### src/rtl/bug_route_sched.sv
// ---------------------------------------------------------------------------
// bug_route_sched
// Waypoint scheduler for the on-screen bug sprite. It walks the sprite through
// a programmable table of waypoints, one pixel per prescaler tick, along
// Manhattan paths (X axis first, then Y). The table is loaded through a small
// config port while the scheduler is not busy.
//
// Ports
//   pclk      in   pixel clock, all logic on the rising edge
//   rst_n     in   asynchronous active-low reset
//   start     in   begin the route (sampled only while idle)
//   pause     in   freeze prescaler and position while high
//   abort     in   return to idle, holding position
//   loop_en   in   wrap to waypoint 0 after the last waypoint
//   cfg_len   in   number of active waypoints (0 = empty, clamped to N_WP)
//   cfg_we    in   table write strobe (ignored while busy)
//   cfg_addr  in   table write index
//   cfg_x/y   in   waypoint coordinates
//   xpos/ypos out  sprite position
//   rotation  out  0 up, 1 left, 2 down, 3 right
//   busy      out  high while loading/moving/arriving
//   wp_idx    out  current target waypoint index
//   lap       out  one-cycle pulse on wrap to waypoint 0
//   done      out  one-cycle pulse when a non-looping route finishes
// ---------------------------------------------------------------------------
module bug_route_sched #(
  parameter int N_WP     = 8,
  parameter int STEP_DIV = 40000,
  parameter int HOME_X   = 50,
  parameter int HOME_Y   = 50
) (
  input  logic        pclk,
  input  logic        rst_n,
  input  logic        start,
  input  logic        pause,
  input  logic        abort,
  input  logic        loop_en,
  input  logic [3:0]  cfg_len,
  input  logic        cfg_we,
  input  logic [2:0]  cfg_addr,
  input  logic [11:0] cfg_x,
  input  logic [11:0] cfg_y,
  output logic [11:0] xpos,
  output logic [11:0] ypos,
  output logic [1:0]  rotation,
  output logic        busy,
  output logic [2:0]  wp_idx,
  output logic        lap,
  output logic        done
);

  localparam int PS_W = $clog2(STEP_DIV);
  localparam logic [PS_W-1:0] PS_LAST = PS_W'(STEP_DIV - 1);

  typedef enum logic [2:0] {
    ST_IDLE   = 3'd0,
    ST_LOAD   = 3'd1,
    ST_MOVE   = 3'd2,
    ST_ARRIVE = 3'd3,
    ST_DONE   = 3'd4
  } state_t;

  state_t          state_r, state_nxt_s;
  logic [11:0]     xpos_r, xpos_nxt_s;
  logic [11:0]     ypos_r, ypos_nxt_s;
  logic [1:0]      rot_r, rot_nxt_s;
  logic [2:0]      wp_idx_r, wp_idx_nxt_s;
  logic [11:0]     tgt_x_r, tgt_x_nxt_s;
  logic [11:0]     tgt_y_r, tgt_y_nxt_s;
  logic [PS_W-1:0] ps_r, ps_nxt_s;
  logic            busy_r, busy_nxt_s;
  logic            lap_r, lap_nxt_s;
  logic            done_r, done_nxt_s;

  logic [11:0]     tbl_x_r [N_WP];
  logic [11:0]     tbl_y_r [N_WP];

  logic [3:0]      eff_len_s;
  logic            tbl_we_s;

  // Lengths above the table depth behave as a full table.
  assign eff_len_s = (cfg_len > 4'(N_WP)) ? 4'(N_WP) : cfg_len;

  // The table may only change while no route is in flight, so the bug never
  // chases a waypoint that moved underneath it.
  assign tbl_we_s = cfg_we && (32'(cfg_addr) < N_WP) &&
                    ((state_r == ST_IDLE) || (state_r == ST_DONE));

  // Next-state, datapath and pulse outputs; abort outranks pause, which
  // outranks the prescaler tick.
  always_comb begin
    state_nxt_s  = state_r;
    xpos_nxt_s   = xpos_r;
    ypos_nxt_s   = ypos_r;
    rot_nxt_s    = rot_r;
    wp_idx_nxt_s = wp_idx_r;
    tgt_x_nxt_s  = tgt_x_r;
    tgt_y_nxt_s  = tgt_y_r;
    ps_nxt_s     = ps_r;
    lap_nxt_s    = 1'b0;
    done_nxt_s   = 1'b0;

    if ((state_r != ST_IDLE) && abort) begin
      state_nxt_s = ST_IDLE;
      ps_nxt_s    = '0;
    end else begin
      case (state_r)
        ST_IDLE: begin
          if (start && (eff_len_s != 4'd0)) begin
            state_nxt_s  = ST_LOAD;
            wp_idx_nxt_s = 3'd0;
          end else begin
            state_nxt_s  = ST_IDLE;
          end
        end
        ST_LOAD: begin
          tgt_x_nxt_s = tbl_x_r[wp_idx_r];
          tgt_y_nxt_s = tbl_y_r[wp_idx_r];
          ps_nxt_s    = '0;
          state_nxt_s = ST_MOVE;
        end
        ST_MOVE: begin
          if (pause) begin
            state_nxt_s = ST_MOVE;
          end else if ((xpos_r == tgt_x_r) && (ypos_r == tgt_y_r)) begin
            state_nxt_s = ST_ARRIVE;
          end else if (ps_r == PS_LAST) begin
            ps_nxt_s = '0;
            // X is closed out completely before Y moves at all.
            if (xpos_r != tgt_x_r) begin
              if (tgt_x_r > xpos_r) begin
                xpos_nxt_s = xpos_r + 12'd1;
                rot_nxt_s  = 2'd3;
              end else begin
                xpos_nxt_s = xpos_r - 12'd1;
                rot_nxt_s  = 2'd1;
              end
            end else begin
              if (tgt_y_r > ypos_r) begin
                ypos_nxt_s = ypos_r + 12'd1;
                rot_nxt_s  = 2'd2;
              end else begin
                ypos_nxt_s = ypos_r - 12'd1;
                rot_nxt_s  = 2'd0;
              end
            end
          end else begin
            ps_nxt_s = ps_r + PS_W'(1);
          end
        end
        ST_ARRIVE: begin
          // Length is re-read here, so a shrunken (or zeroed) route simply
          // ends at the next arrival instead of indexing past its end.
          if (({1'b0, wp_idx_r} + 4'd1) < eff_len_s) begin
            wp_idx_nxt_s = wp_idx_r + 3'd1;
            state_nxt_s  = ST_LOAD;
          end else if (loop_en) begin
            wp_idx_nxt_s = 3'd0;
            lap_nxt_s    = 1'b1;
            state_nxt_s  = ST_LOAD;
          end else begin
            state_nxt_s  = ST_DONE;
          end
        end
        ST_DONE: begin
          done_nxt_s  = 1'b1;
          state_nxt_s = ST_IDLE;
        end
        default: begin
          state_nxt_s = ST_IDLE;
          ps_nxt_s    = '0;
        end
      endcase
    end

    busy_nxt_s = (state_nxt_s == ST_LOAD) || (state_nxt_s == ST_MOVE) ||
                 (state_nxt_s == ST_ARRIVE);
  end

  // State, position and registered outputs.
  always_ff @(posedge pclk or negedge rst_n) begin
    if (!rst_n) begin
      state_r  <= ST_IDLE;
      xpos_r   <= 12'(HOME_X);
      ypos_r   <= 12'(HOME_Y);
      rot_r    <= 2'd0;
      wp_idx_r <= 3'd0;
      tgt_x_r  <= 12'd0;
      tgt_y_r  <= 12'd0;
      ps_r     <= '0;
      busy_r   <= 1'b0;
      lap_r    <= 1'b0;
      done_r   <= 1'b0;
    end else begin
      state_r  <= state_nxt_s;
      xpos_r   <= xpos_nxt_s;
      ypos_r   <= ypos_nxt_s;
      rot_r    <= rot_nxt_s;
      wp_idx_r <= wp_idx_nxt_s;
      tgt_x_r  <= tgt_x_nxt_s;
      tgt_y_r  <= tgt_y_nxt_s;
      ps_r     <= ps_nxt_s;
      busy_r   <= busy_nxt_s;
      lap_r    <= lap_nxt_s;
      done_r   <= done_nxt_s;
    end
  end

  // Waypoint table storage.
  always_ff @(posedge pclk or negedge rst_n) begin
    if (!rst_n) begin
      for (int i = 0; i < N_WP; i++) begin
        tbl_x_r[i] <= 12'd0;
        tbl_y_r[i] <= 12'd0;
      end
    end else if (tbl_we_s) begin
      tbl_x_r[cfg_addr] <= cfg_x;
      tbl_y_r[cfg_addr] <= cfg_y;
    end
  end

  assign xpos     = xpos_r;
  assign ypos     = ypos_r;
  assign rotation = rot_r;
  assign busy     = busy_r;
  assign wp_idx   = wp_idx_r;
  assign lap      = lap_r;
  assign done     = done_r;

endmodule

### config.mk
export PLATFORM = sky130hd
export DESIGN_NAME = bug_route_sched
export DESIGN_NICKNAME = d
export VERILOG_FILES = /design/src/rtl/bug_route_sched.sv
export SDC_FILE = /design/constraint.sdc
export NUM_CORES = 1
export LEC_CHECK = 0
export CORE_MARGIN = 5
export CORE_UTILIZATION = 65
export DETAILED_ROUTE_END_ITERATION = 10
export GPL_ROUTABILITY_DRIVEN = 0
export PLACE_DENSITY = 0.95
export SLEW_MARGIN = 10
export SYNTH_ARGS = -nofsm -noshare
export SYNTH_HDL_FRONTEND = slang
export SYNTH_SLANG_ARGS = --single-unit
### constraint.sdc
create_clock -name pclk -period 5.4 [get_ports pclk]
set_input_delay 1.35 -clock pclk [delete_from_list [all_inputs] [get_ports pclk]]
set_output_delay 1.35 -clock pclk [all_outputs]
set_load 0.1 [all_outputs]
Word level (Yosys, flattened, before mapping)
Cells that the tools add are included.
{"block": "word_totals", "word_cells": 120, "regBits": 267, "inputBits": 38, "output_inout_bits": 32}
{"block": "classes", "eq_ne": 16, "n_addsub": 7, "n_bitwise": 6, "reduce_logical": 19, "muxes": 38, "magnitude_cmp": 7}
{"operator": "bitwise mux 96 bit", "n": 2}
{"operator": "two-way mux 12 bit", "n": 7}
{"operator": "binary-select mux 12 bit (select 3 bit)", "n": 2}
{"operator": "two-way mux 16 bit", "n": 4}
{"operator": "demux 12 bit (select 3 bit)", "n": 1}
{"operator": "case mux 16 bit (2 select lines)", "n": 1}
{"operator": "adder 12 x 1 -> 12 bit (second input constant)", "n": 2}
{"operator": "== test 12 bit", "n": 2}
{"operator": "> comparator 12 bit", "n": 2}
{"operator": "two-way mux 3 bit", "n": 8}
{"operator": "subtractor 12 x 1 -> 12 bit (second input constant)", "n": 2}
{"operator": "adder 16 x 1 -> 16 bit (second input constant)", "n": 1}
{"operator": "== test 16 bit (second input constant)", "n": 1}
{"operator": "== test 3 x 2 -> 1 bit (second input constant)", "n": 4}
{"operator": "!= test 12 bit", "n": 1}
{"operator": "case mux 3 bit (4 select lines)", "n": 1}
{"operator": "AND reduction 6 bit", "n": 2}
{"operator": "!= test 3 bit (second input constant)", "n": 3}
{"operator": ">= comparator 4 bit (second input constant)", "n": 2}
{"operator": "NOT 3 -> 4 bit", "n": 2}
{"operator": "two-way mux 1 bit", "n": 7}
{"operator": "== test 3 x 1 -> 1 bit (second input constant)", "n": 2}
{"operator": "two-way mux 2 bit", "n": 3}
{"operator": "case mux 3 bit (2 select lines)", "n": 1}
{"operator": "other kinds (20)", "n": 30}

Longest topological paths before layout
Gate-level depths: netlist of run 1.
{"block": "logic_depth", "depth_word": 10, "depth_mapped": 16}

Worst setup path after synthesis of run 1
Ideal clock, no wire load.
{"block": "synth_path", "kind": "register to register", "from": "register xpos_r[1] (netlist: xpos[1])", "to": "register xpos_r[10] (netlist: xpos[10])", "setup_time_ns": 0.120, "t_required_ns": 5.280, "path_slack_ns": 1.240, "arrival_ns": 4.039, "period_less_slack_ns": 4.160, "stages_incl_launch_ff": 17, "cell_sequence": "dfstp_2 > inv_1 > ha_1 > nor2b_1 > o211ai_1 > a211oi_1 > a2111o_1 > and2_1 > inv_1 > ha_1 > nor2b_1 > o21ai_1 > a21oi_2 > o221ai_1 > a2111oi_0 > or3_1 > a41o_1"}
{"block": "synth_via", "elab_chain_cells": 4, "word_cells_on_any_way": 9, "classes_between": "add/sub (2); order compare (1); eq/ne (2); mux (1); bitwise (1); reduce/logical (2)"}
{"item": "start: declaration", "line_no": "64", "source": "logic [11:0] xpos_r, xpos_nxt_s;"}
{"item": "start signal: assignment", "line_no": "184", "source": "xpos_r <= 12'(HOME_X);"}
{"item": "start signal: assignment", "line_no": "196", "source": "xpos_r <= xpos_nxt_s;"}
{"item": "branches (longest 4 deep; another with subtractor 12 x 1 -> 12 bit)"}
Several ways; the timed one is not identified.
A chain may end at the register's enable or synchronous reset.

Worst setup path in the final report of run 1
Same ends and word-level chain as after synthesis.

==> impl_metrics.json, run 1 <==
{
  "synth_area_leader_cell": "dfrtp_1",
  "worstPathRequired_ns": 5.83,
  "avgRoutedWirePerCell_um": 21.63,
  "die_w_um": 153.4,
  "grt_max_degree": 112,
  "drive_gt1_share_pct": 29.40,
  "io_buffers": 69,
  "final_util_pct": 74.93,
  "ys_async_sr_fraction_pct": 100.0,
  "crit_family": "compound AO/OA/AOI/OAI gates",
  "synth_area_leaders": "dfrtp_1, mux2_2, mux4_2",
  "layout.cells.non_filler": 1390,
  "crit_path_top_delay_cell": "dfstp_2",
  "grt_pass1_wl_um": 49380,
  "clkLatencyLatePin_ns": 0.55,
  "dp.cells": 1341,
  "clkSlewWorstSetupHoldPaths_ns": 0.06,
  "finalMaxSlewViolations": 0,
  "hold_buffers": 0,
  "nNetsFinal": 1189,
  "run_status": "completed",
  "clock_path_buffers": 3,
  "rrSetupSlack_ns": 1.26,
  "overflow": 0,
  "die_area_um2": 23540,
  "worstPathArrival_ns": 4.57,
  "syn-cell-area_um2": 13370,
  "tightest_slew_ns": 1.012,
  "drcViolationCount": 0,
  "startpoint_type": "flip-flop",
  "cap_violations": 0,
  "die_y_um": 153.4,
  "finalCritPeriodShare_pct": 76.62,
  "synth_edf_count": 0,
  "fin_total_pwr_mw": 8.043,
  "coreArea_um2": 20230,
  "path_cells": "inv_1 -> ha_1 -> nor2b_1 -> o211ai_1 -> a211oi_1 -> a2111o_1 -> and2_1 -> inv_1 -> ha_1 -> nor2b_1 -> o21ai_1 -> a21oi_2 -> o221ai_1 -> a2111oi_0 -> o21ai_0 -> a41o_1",
  "synth_top_family_by_area": "multiplexers",
  "min_path_cells": 1,
  "timing.rr.start": "xpos[1]$_DFFE_PN1P_",
  "cts_buffers": 27,
  "post_cts_resized": 0,
  "hold_violations": 0,
  "antenna_found_initial": 1,
  "crit_path_start": "xpos[1]$_DFFE_PN1P_",
  "fmax_ghz": 0.2417,
  "vias": 8827,
  "vias_per_cell": 6.350,
  "cts_tree": "done",
  "synth-xor-area-share_pct": 1.366,
  "yosysSeqAreaShare_pct": 50.03,
  "yosys_warnings": 0,
  "muxShareOfSynthArea_pct": 26.36,
  "start_util_pct": 66.08,
  "htree_levels": 1,
  "synth_nets": 1127,
  "clkSinkCount": 267,
  "yosys.cell_types.count": 69,
  "crit_path_max_fanout": 10,
  "rsz0062_at_grt": "false",
  "crit_path_max_incr_delay_ns": 0.55,
  "grt_pass1_vias": 9296,
  "wl_um": 30060,
  "drt-initial-drc-count": 547,
  "path_depth": 16,
  "antenna_left": 0,
  "dr.pass1.iters": 5,
  "r2r_cells": 16,
  "grt_util_all_layers_pct": 25.95,
  "yosys.area.top_type_share_pct": 48.85,
  "vdd_drop_max_mv": 0.3186,
  "p_leak_nw": 6.446,
  "path_class": "reg2reg",
  "fin_crit_ns": 4.137,
  "synth_compound_area_share_pct": 7.131,
  "worstSetupEndpoint": "xpos[10]$_DFFE_PN0P_",
  "p_per_area_nw_per_um2": 530.5,
  "synth_simple_gate_area_share_pct": 7.084,
  "slew_headroom_pct": 32.32,
  "dp_hpwl_um": 19620,
  "synth_ff_type": "dfrtp_1",
  "postSynthAreaPerCell_um2": 12.88,
  "setup_tns_ns": 0,
  "path_buf_inv": 2,
  "synth_adder_area_share_pct": 4.885,
  "netlist_instances": 1038,
  "end_kind": "flip-flop",
  "holdCritPathClass": "reg2reg",
  "area_growth_pct": 13.39,
  "r2r-end": "xpos[10]$_DFFE_PN0P_",
  "clockRootBuffer": "clkbuf_16",
  "ios": 70,
  "finalSetupViolations": 0,
  "fin_skew_ns": 0.01487,
  "std_cell_rows": 52,
  "ys_ff_latch": 267,
  "cts_setup_buffers": 0
}
[where the power goes]
part	internal [mW]	switching, mW
clock	1.13	0.775
sequential	2.84	0.493
combinational	1.47	1.33
total	5.45	2.60
[kinds of logic after synthesis]
kind of cell / Yosys count
muxes: 267
adders and majority gates: 51
and+or+nand+nor: 185
DFF: 267
AOI/OAI and AO/OA: 161
buffers and inverters: 87
xor gates and xnor gates: 20
[worst min-delay path by stage]
stage / endpoint / slack (ns) / from
after floorplan: ps_r[15]$_DFFE_PN0P_ / 0.44 / ps_r[15]$_DFFE_PN0P_
after global placement: ps_r[15]$_DFFE_PN0P_ / 0.45 / ps_r[15]$_DFFE_PN0P_
after detailed placement: ps_r[15]$_DFFE_PN0P_ / 0.46 / ps_r[15]$_DFFE_PN0P_
after CTS: ps_r[15]$_DFFE_PN0P_ / 0.47 / ps_r[15]$_DFFE_PN0P_
after global routing: ps_r[15]$_DFFE_PN0P_ / 0.48 / ps_r[15]$_DFFE_PN0P_
final: ps_r[15]$_DFFE_PN0P_ / 0.47 / ps_r[15]$_DFFE_PN0P_
[cell usage after synthesis, drive strengths merged, types with 2 or more instances]
master / count
a2111o: 2
a211oi: 9
a21o: 9
a21oi: 54
a31oi: 6
and3: 11
buf: 37
clkbuf: 13
dfrtp: 261
dfstp: 6
fa: 2
ha: 49
inv: 36
mux2: 195
mux2i: 24
mux4: 48
nand2: 55
nand2b: 3
nand3: 7
nand4: 13
nor2: 58
nor2b: 6
nor3: 11
nor3b: 4
nor4: 2
o211ai: 2
o21ai: 60
o21bai: 4
o221ai: 2
o31ai: 4
o41ai: 2
or2: 3
or3: 3
xnor2: 10
xor2: 10
[per-stage QoR]
step	setup WS, ns	cell area, um^2	hold WS, ns
final	1.263	15160	0.4653
after global routing	0.9949	15160	0.4766
after CTS	1.271	15160	0.4686
after detailed placement	1.297	14250	0.4597
after global placement	1.437	14250	0.4527
after floorplan	1.240	13370	0.4380
[worst register-to-register path, cell delays in order (launching register included)]
cell and delay, ns:
dfstp_2 0.55, inv_1 0.07, ha_1 0.31, nor2b_1 0.14
o211ai_1 0.15, a211oi_1 0.09, a2111o_1 0.40, and2_1 0.21
inv_1 0.25, ha_1 0.25, nor2b_1 0.15, o21ai_1 0.09
a21oi_2 0.19, o221ai_1 0.20, a2111oi_0 0.54, o21ai_0 0.17
a41o_1 0.26
[sequential cells by signal, indices dropped and copies added (netlist names)]
| name | flops |
|---|---|
| state_r | 3 |
| done | 1 |
| rotation | 2 |
| busy | 1 |
| tgt_y_r | 12 |
| lap | 1 |
| tbl_y_r | 96 |
| ps_r | 16 |
| tbl_x_r | 96 |
| tgt_x_r | 12 |
| xpos | 12 |
| ypos | 12 |
| wp_idx | 3 |
[metal layers]
metal  GRT usage [%]  vias up  wire (um)
met3           5.513       83       1817
met4           10.56        0       1085
met1           33.73     4494      12110
met2           43.03      315      15040
met5               0        -          0
li1                -     3935          -
[area by class of cell]
class | count | area, um^2
antenna | 1 | 2.502
timing repair buffer | 83 | 813.3
inverter | 37 | 143.9
clock inverter | 8 | 93.84
tap | 270 | 337.8
clock buffer | 40 | 814.5
sequential | 267 | 6694
multi-input combinational | 684 | 6261
fill | 1131 | 5074
[cells in the final DEF, fill, tap and decap left out, types with 4 or more instances in the layout]
cell / instances
mux4_2: 48
clkdlybuf4s50_1: 68
mux2_2: 193
nand2_1: 53
and3_1: 10
xor2_1: 10
clkinv_2: 5
nor2b_1: 6
dfrtp_1: 259
nor3_1: 11
xnor2_1: 9
o31ai_1: 4
clkbuf_1: 4
nor2_1: 56
mux2i_1: 24
clkbuf_8: 9
o21bai_1: 4
o21ai_1: 22
o21ai_0: 38
clkbuf_16: 27
a31oi_1: 6
a211oi_1: 9
a21o_1: 8
a21oi_1: 52
nand4_1: 12
dfstp_2: 6
buf_4: 13
ha_1: 49
nand3_1: 7
inv_1: 36
Power figures use the tool's default switching activity.
==> run 2: changes to the inputs <==
CORE_UTILIZATION = 60   (was 65)
PLACE_DENSITY = 0.9   (was 0.95)
clock period = 4.3 ns   (was 5.4 ns; I/O delays follow)
==> impl_metrics.json, run 2 (synthesized netlist as in run 1, its figures left out) <==
{
  "end_kind": "flip-flop",
  "hold_buffers": 0,
  "drive_gt1_share_pct": 29.71,
  "area_growth_pct": 13.73,
  "vias_per_cell": 6.190,
  "clock_path_buffers": 3,
  "clkSinkCount": 267,
  "grt_pass1_wl_um": 47890,
  "cpMostUsedCell": "nor2b_1",
  "htree_levels": 1,
  "multi_input_area_um2": 6261,
  "cts_tree": "done",
  "drcViolationCount": 0,
  "r2r-end": "xpos[10]$_DFFE_PN0P_",
  "reg.largest.list": "tbl_x_r: 96 flops, tbl_y_r: 96 flops, ps_r: 16 flops",
  "die_w_um": 159.3,
  "std_cell_rows": 54,
  "vias": 8679,
  "min_path_cells": 1,
  "grt_util_all_layers_pct": 22.71,
  "mostFrequentLayoutCell": "dfrtp_1",
  "p_per_area_nw_per_um2": 661.4,
  "min_from": "ps_r[15]$_DFFE_PN0P_",
  "nNetsFinal": 1192,
  "fin_skew_ns": 0.01101,
  "crit_family": "compound AO/OA/AOI/OAI gates",
  "dp_hpwl_um": 18790,
  "setup_tns_ns": 0,
  "avgRoutedWirePerCell_um": 20.47,
  "finalMaxSlewViolations": 0,
  "path_buf_inv": 1,
  "seqCellArea_um2": 6694,
  "drt-initial-drc-count": 509,
  "io_buffers": 69,
  "hold_violations": 0,
  "clkLatencyLatePin_ns": 0.54,
  "fin_crit_ns": 3.959,
  "grt_max_degree": 119,
  "rsz0062_at_grt": "false",
  "crit_path_top_delay_cell": "dfstp_2",
  "die_y_um": 159.3,
  "post_cts_resized": 0,
  "die_area_um2": 25370,
  "whs_ns": 0.4739,
  "wl_um": 28700,
  "run_status": "completed",
  "ios": 70,
  "tightest_slew_ns": 1.014,
  "fillers": 1425,
  "slew_headroom_pct": 32.20,
  "path_depth": 15,
  "vdd_drop_max_mv": 0.4445,
  "finalCritPeriodShare_pct": 92.07,
  "timing.rr.start": "xpos[1]$_DFFE_PN1P_",
  "path_cells": "inv_1 -> ha_1 -> nor2b_1 -> o211ai_1 -> a211oi_1 -> a2111o_1 -> and2_1 -> fa_1 -> nor2b_1 -> o21ai_1 -> a21oi_2 -> o221ai_1 -> a2111oi_0 -> o21ai_0 -> a41o_1",
  "p_leak_nw": 6.469,
  "rrSetupSlack_ns": 0.34,
  "holdPathEnd": "ps_r[15]$_DFFE_PN0P_",
  "path_class": "reg2reg",
  "fmax_ghz": 0.2526,
  "overflow": 0,
  "cap_violations": 0,
  "worstPathRequired_ns": 4.72,
  "r2r_cells": 15,
  "clockRootBuffer": "clkbuf_16",
  "grt_pass1_vias": 9020,
  "coreArea_um2": 21890,
  "clkSlewWorstSetupHoldPaths_ns": 0.06,
  "crit_path_max_incr_delay_ns": 0.57,
  "antenna_left": 0,
  "cts_buffers": 27,
  "crit_path_max_fanout": 4,
  "startpoint_type": "flip-flop",
  "dr.pass1.iters": 4,
  "antenna_found_initial": 4,
  "finalSetupViolations": 0,
  "holdCritPathClass": "reg2reg",
  "start_util_pct": 61.08,
  "worstPathArrival_ns": 4.38,
  "mostFrequentLayoutCells": "dfrtp_1, mux2_2, clkdlybuf4s50_1",
  "cts_setup_buffers": 0
}
## run 2: changes by cell type in the layout (fill, tap and decap cells not counted), sizes merged
| cell | change |
|---|---|
| buf | +5 |
| clkdlybuf4s50 | -2 |
| bufinv | +1 |
| clkbuf | -2 |
## run 2: final cells by class
type | instances | share of cell area, %
flip-flops and latches | 267 | 44.02
multi-input cells | 684 | 41.18
repair buffers | 86 | 5.546
clock buffers | 38 | 5.176
well taps | 280 | 2.304
inverters | 37 | 0.9463
clock inverters | 9 | 0.8146
diodes | 1 | 0.01646
## run 2: worst max path at each step
stage                                   start                    to  slack, ns
after floorplan           xpos[1]$_DFFE_PN1P_  xpos[10]$_DFFE_PN0P_       0.14
after global placement    xpos[1]$_DFFE_PN1P_  xpos[10]$_DFFE_PN0P_       0.52
after detailed placement  xpos[1]$_DFFE_PN1P_  xpos[10]$_DFFE_PN0P_       0.44
after CTS                 xpos[1]$_DFFE_PN1P_  xpos[10]$_DFFE_PN0P_       0.39
after global routing      xpos[1]$_DFFE_PN1P_  xpos[10]$_DFFE_PN0P_       0.09
final                     xpos[1]$_DFFE_PN1P_  xpos[10]$_DFFE_PN0P_       0.34
## run 2: per-layer routing
metal	wire length [um]	share of wire (%)	track usage, %
met3	1484	5.2	3.728
met2	14720	51	38.76
met5	30	0.10	0
met4	619	2.2	6.514
met1	11850	41	30.37
## run 2: power by group
group          total, mW  leakage [nW]  internal [mW]  switching, mW
registers           4.16          3.25           3.57          0.598
clock network       2.40         0.454           1.45          0.954
logic               3.49          2.76           1.86           1.63
## run 2: stage by stage
step                worst slack, ns  cells  util (%)  area, um^2  power (mW)
global placement             0.5202   1354     65.29       14290       7.317
detailed placement           0.4433   1354     65.29       14290       7.588
CTS                          0.3893   1401     69.45       15200       10.09
global route                0.09384   1402     69.46       15210       10.66
finish                       0.3411   1402     69.46       15210       10.06
floorplan                    0.1404   1038         -       13370       6.737
==> run 3: changes to the inputs <==
CAP_MARGIN = 30   (was unset)
==> impl_metrics.json, run 3 (synthesized netlist as in run 1, its figures left out) <==
{
  "layout.cells.non_filler": 1403,
  "clkLatencyLatePin_ns": 0.54,
  "reg.largest.list": "tbl_x_r: 96 flops, tbl_y_r: 96 flops, ps_r: 16 flops",
  "cts_buffers": 27,
  "rrSetupSlack_ns": 0.34,
  "grt_pass1_vias": 9020,
  "dp.cells": 1354,
  "cts_tree": "done",
  "min_from": "ps_r[15]$_DFFE_PN0P_",
  "die_y_um": 159.3,
  "overflow": 0,
  "end_kind": "flip-flop",
  "whs_ns": 0.4740,
  "holdCritPathClass": "reg2reg",
  "clkSinkCount": 267,
  "avgRoutedWirePerCell_um": 20.56,
  "hold_buffers": 0,
  "run_status": "completed",
  "p_per_area_nw_per_um2": 662.6,
  "finalCritPeriodShare_pct": 92.10,
  "htree_levels": 1,
  "layout_setup_ws_ns": 0.3396,
  "clkSlewWorstSetupHoldPaths_ns": 0.06,
  "min_path_cells": 1,
  "worstPathRequired_ns": 4.72,
  "r2r-end": "xpos[10]$_DFFE_PN0P_",
  "worstPathArrival_ns": 4.38,
  "grt_max_degree": 119,
  "std_cell_rows": 54,
  "ios": 70,
  "path_class": "reg2reg",
  "path_buf_inv": 1,
  "startpoint_type": "flip-flop",
  "die_area_um2": 25370,
  "grt_pass1_wl_um": 47890,
  "antenna_found_initial": 4,
  "nNetsFinal": 1193,
  "tightest_slew_ns": 1.020,
  "crit_path_max_incr_delay_ns": 0.57,
  "antenna_left": 0,
  "setup_tns_ns": 0,
  "crit_path_max_fanout": 4,
  "grt_util_all_layers_pct": 22.71,
  "r2r_cells": 15,
  "io_buffers": 69,
  "mostFrequentLayoutCells": "dfrtp_1, mux2_2, clkdlybuf4s50_1",
  "drcViolationCount": 0,
  "fin_total_pwr_mw": 10.09,
  "top_layer": "met5",
  "wl_met1_um": 11890,
  "post_cts_resized": 0,
  "clockRootBuffer": "clkbuf_16",
  "met2_length_um": 14720,
  "fin_skew_ns": 0.01087,
  "path_cells": "inv_1 -> ha_1 -> nor2b_1 -> o211ai_1 -> a211oi_1 -> a2111o_1 -> and2_1 -> fa_1 -> nor2b_1 -> o21ai_1 -> a21oi_2 -> o221ai_1 -> a2111oi_0 -> o21ai_0 -> a41o_1",
  "cpMostUsedCell": "nor2b_1",
  "crit_family": "compound AO/OA/AOI/OAI gates",
  "area_growth_pct": 13.93,
  "die_w_um": 159.3,
  "drive_gt1_share_pct": 29.77,
  "fin_crit_ns": 3.960,
  "drt-initial-drc-count": 517,
  "cap_violations": 0,
  "seqCellArea_um2": 6694,
  "rsz0062_at_grt": "false",
  "dp_hpwl_um": 18790,
  "pre_cts_ws_ns": 0.4433,
  "start_util_pct": 61.08,
  "vdd_drop_max_mv": 0.4444,
  "hold_violations": 0,
  "cts_setup_buffers": 0,
  "wl_um": 28850,
  "holdPathEnd": "ps_r[15]$_DFFE_PN0P_",
  "multi_input_area_um2": 6261,
  "p_leak_nw": 6.481,
  "slew_headroom_pct": 31.78,
  "mostFrequentLayoutCell": "dfrtp_1",
  "vias_per_cell": 6.190,
  "dr.pass1.iters": 4,
  "vias": 8685,
  "clock_path_buffers": 3,
  "route.met3.wl_um": 1525,
  "fmax_ghz": 0.2525,
  "coreArea_um2": 21890,
  "crit_path_top_delay_cell": "dfstp_2",
  "timing.rr.start": "xpos[1]$_DFFE_PN1P_",
  "finalSetupViolations": 0,
  "finalMaxSlewViolations": 0,
  "fillers": 1420
}
## run 3: changes by cell type in the layout (fill, tap and decap cells not counted), sizes merged
cell  change
buf       +1
## run 3: metrics by stage
step	instance area (um^2)	utilization, %
floorplan	13370	-
global placement	14290	65.29
detailed placement	14290	65.29
CTS	15200	69.45
global route	15230	69.59
finish	15230	69.59
## run 3: worst register-to-register path: stages (launching register included)
cell	delay, ns
dfstp_2	0.57
inv_1	0.09
ha_1	0.31
nor2b_1	0.14
o211ai_1	0.15
a211oi_1	0.09
a2111o_1	0.40
and2_1	0.21
fa_1	0.42
nor2b_1	0.13
o21ai_1	0.10
a21oi_2	0.19
o221ai_1	0.18
a2111oi_0	0.49
o21ai_0	0.15
a41o_1	0.24
## run 3: final cells by class
| type | count | share of cell area (%) |
|---|---|---|
| clock buffers | 38 | 5.166 |
| flip-flops and latches | 267 | 43.94 |
| well taps | 280 | 2.300 |
| repair buffers | 87 | 5.717 |
| clock inverters | 9 | 0.8131 |
| diodes | 1 | 0.01643 |
| multi-input cells | 684 | 41.10 |
| inverters | 37 | 0.9446 |
## run 3: report_power, final
part	leakage [nW]	internal, mW	switching, mW	total [mW]
clock	0.454	1.45	0.957	2.40
sequential	3.25	3.57	0.598	4.16
combinational	2.78	1.89	1.64	3.53
total	6.48	6.90	3.20	10.1
## run 3: worst max-delay path by stage
stage | slack (ns) | cells after the start | start | end
final | 0.34 | 15 | xpos[1]$_DFFE_PN1P_ | xpos[10]$_DFFE_PN0P_
after CTS | 0.39 | 15 | xpos[1]$_DFFE_PN1P_ | xpos[10]$_DFFE_PN0P_
after global placement | 0.52 | 16 | xpos[1]$_DFFE_PN1P_ | xpos[10]$_DFFE_PN0P_
after detailed placement | 0.44 | 15 | xpos[1]$_DFFE_PN1P_ | xpos[10]$_DFFE_PN0P_
after global routing | 0.09 | 15 | xpos[1]$_DFFE_PN1P_ | xpos[10]$_DFFE_PN0P_
after floorplan | 0.14 | 16 | xpos[1]$_DFFE_PN1P_ | xpos[10]$_DFFE_PN0P_
## run 3: metal layers
metal,track usage [%],vias to the layer above
li1,-,3943
met1,30.37,4430
met2,38.76,239
met3,3.728,67
met4,6.514,6
met5,0,-
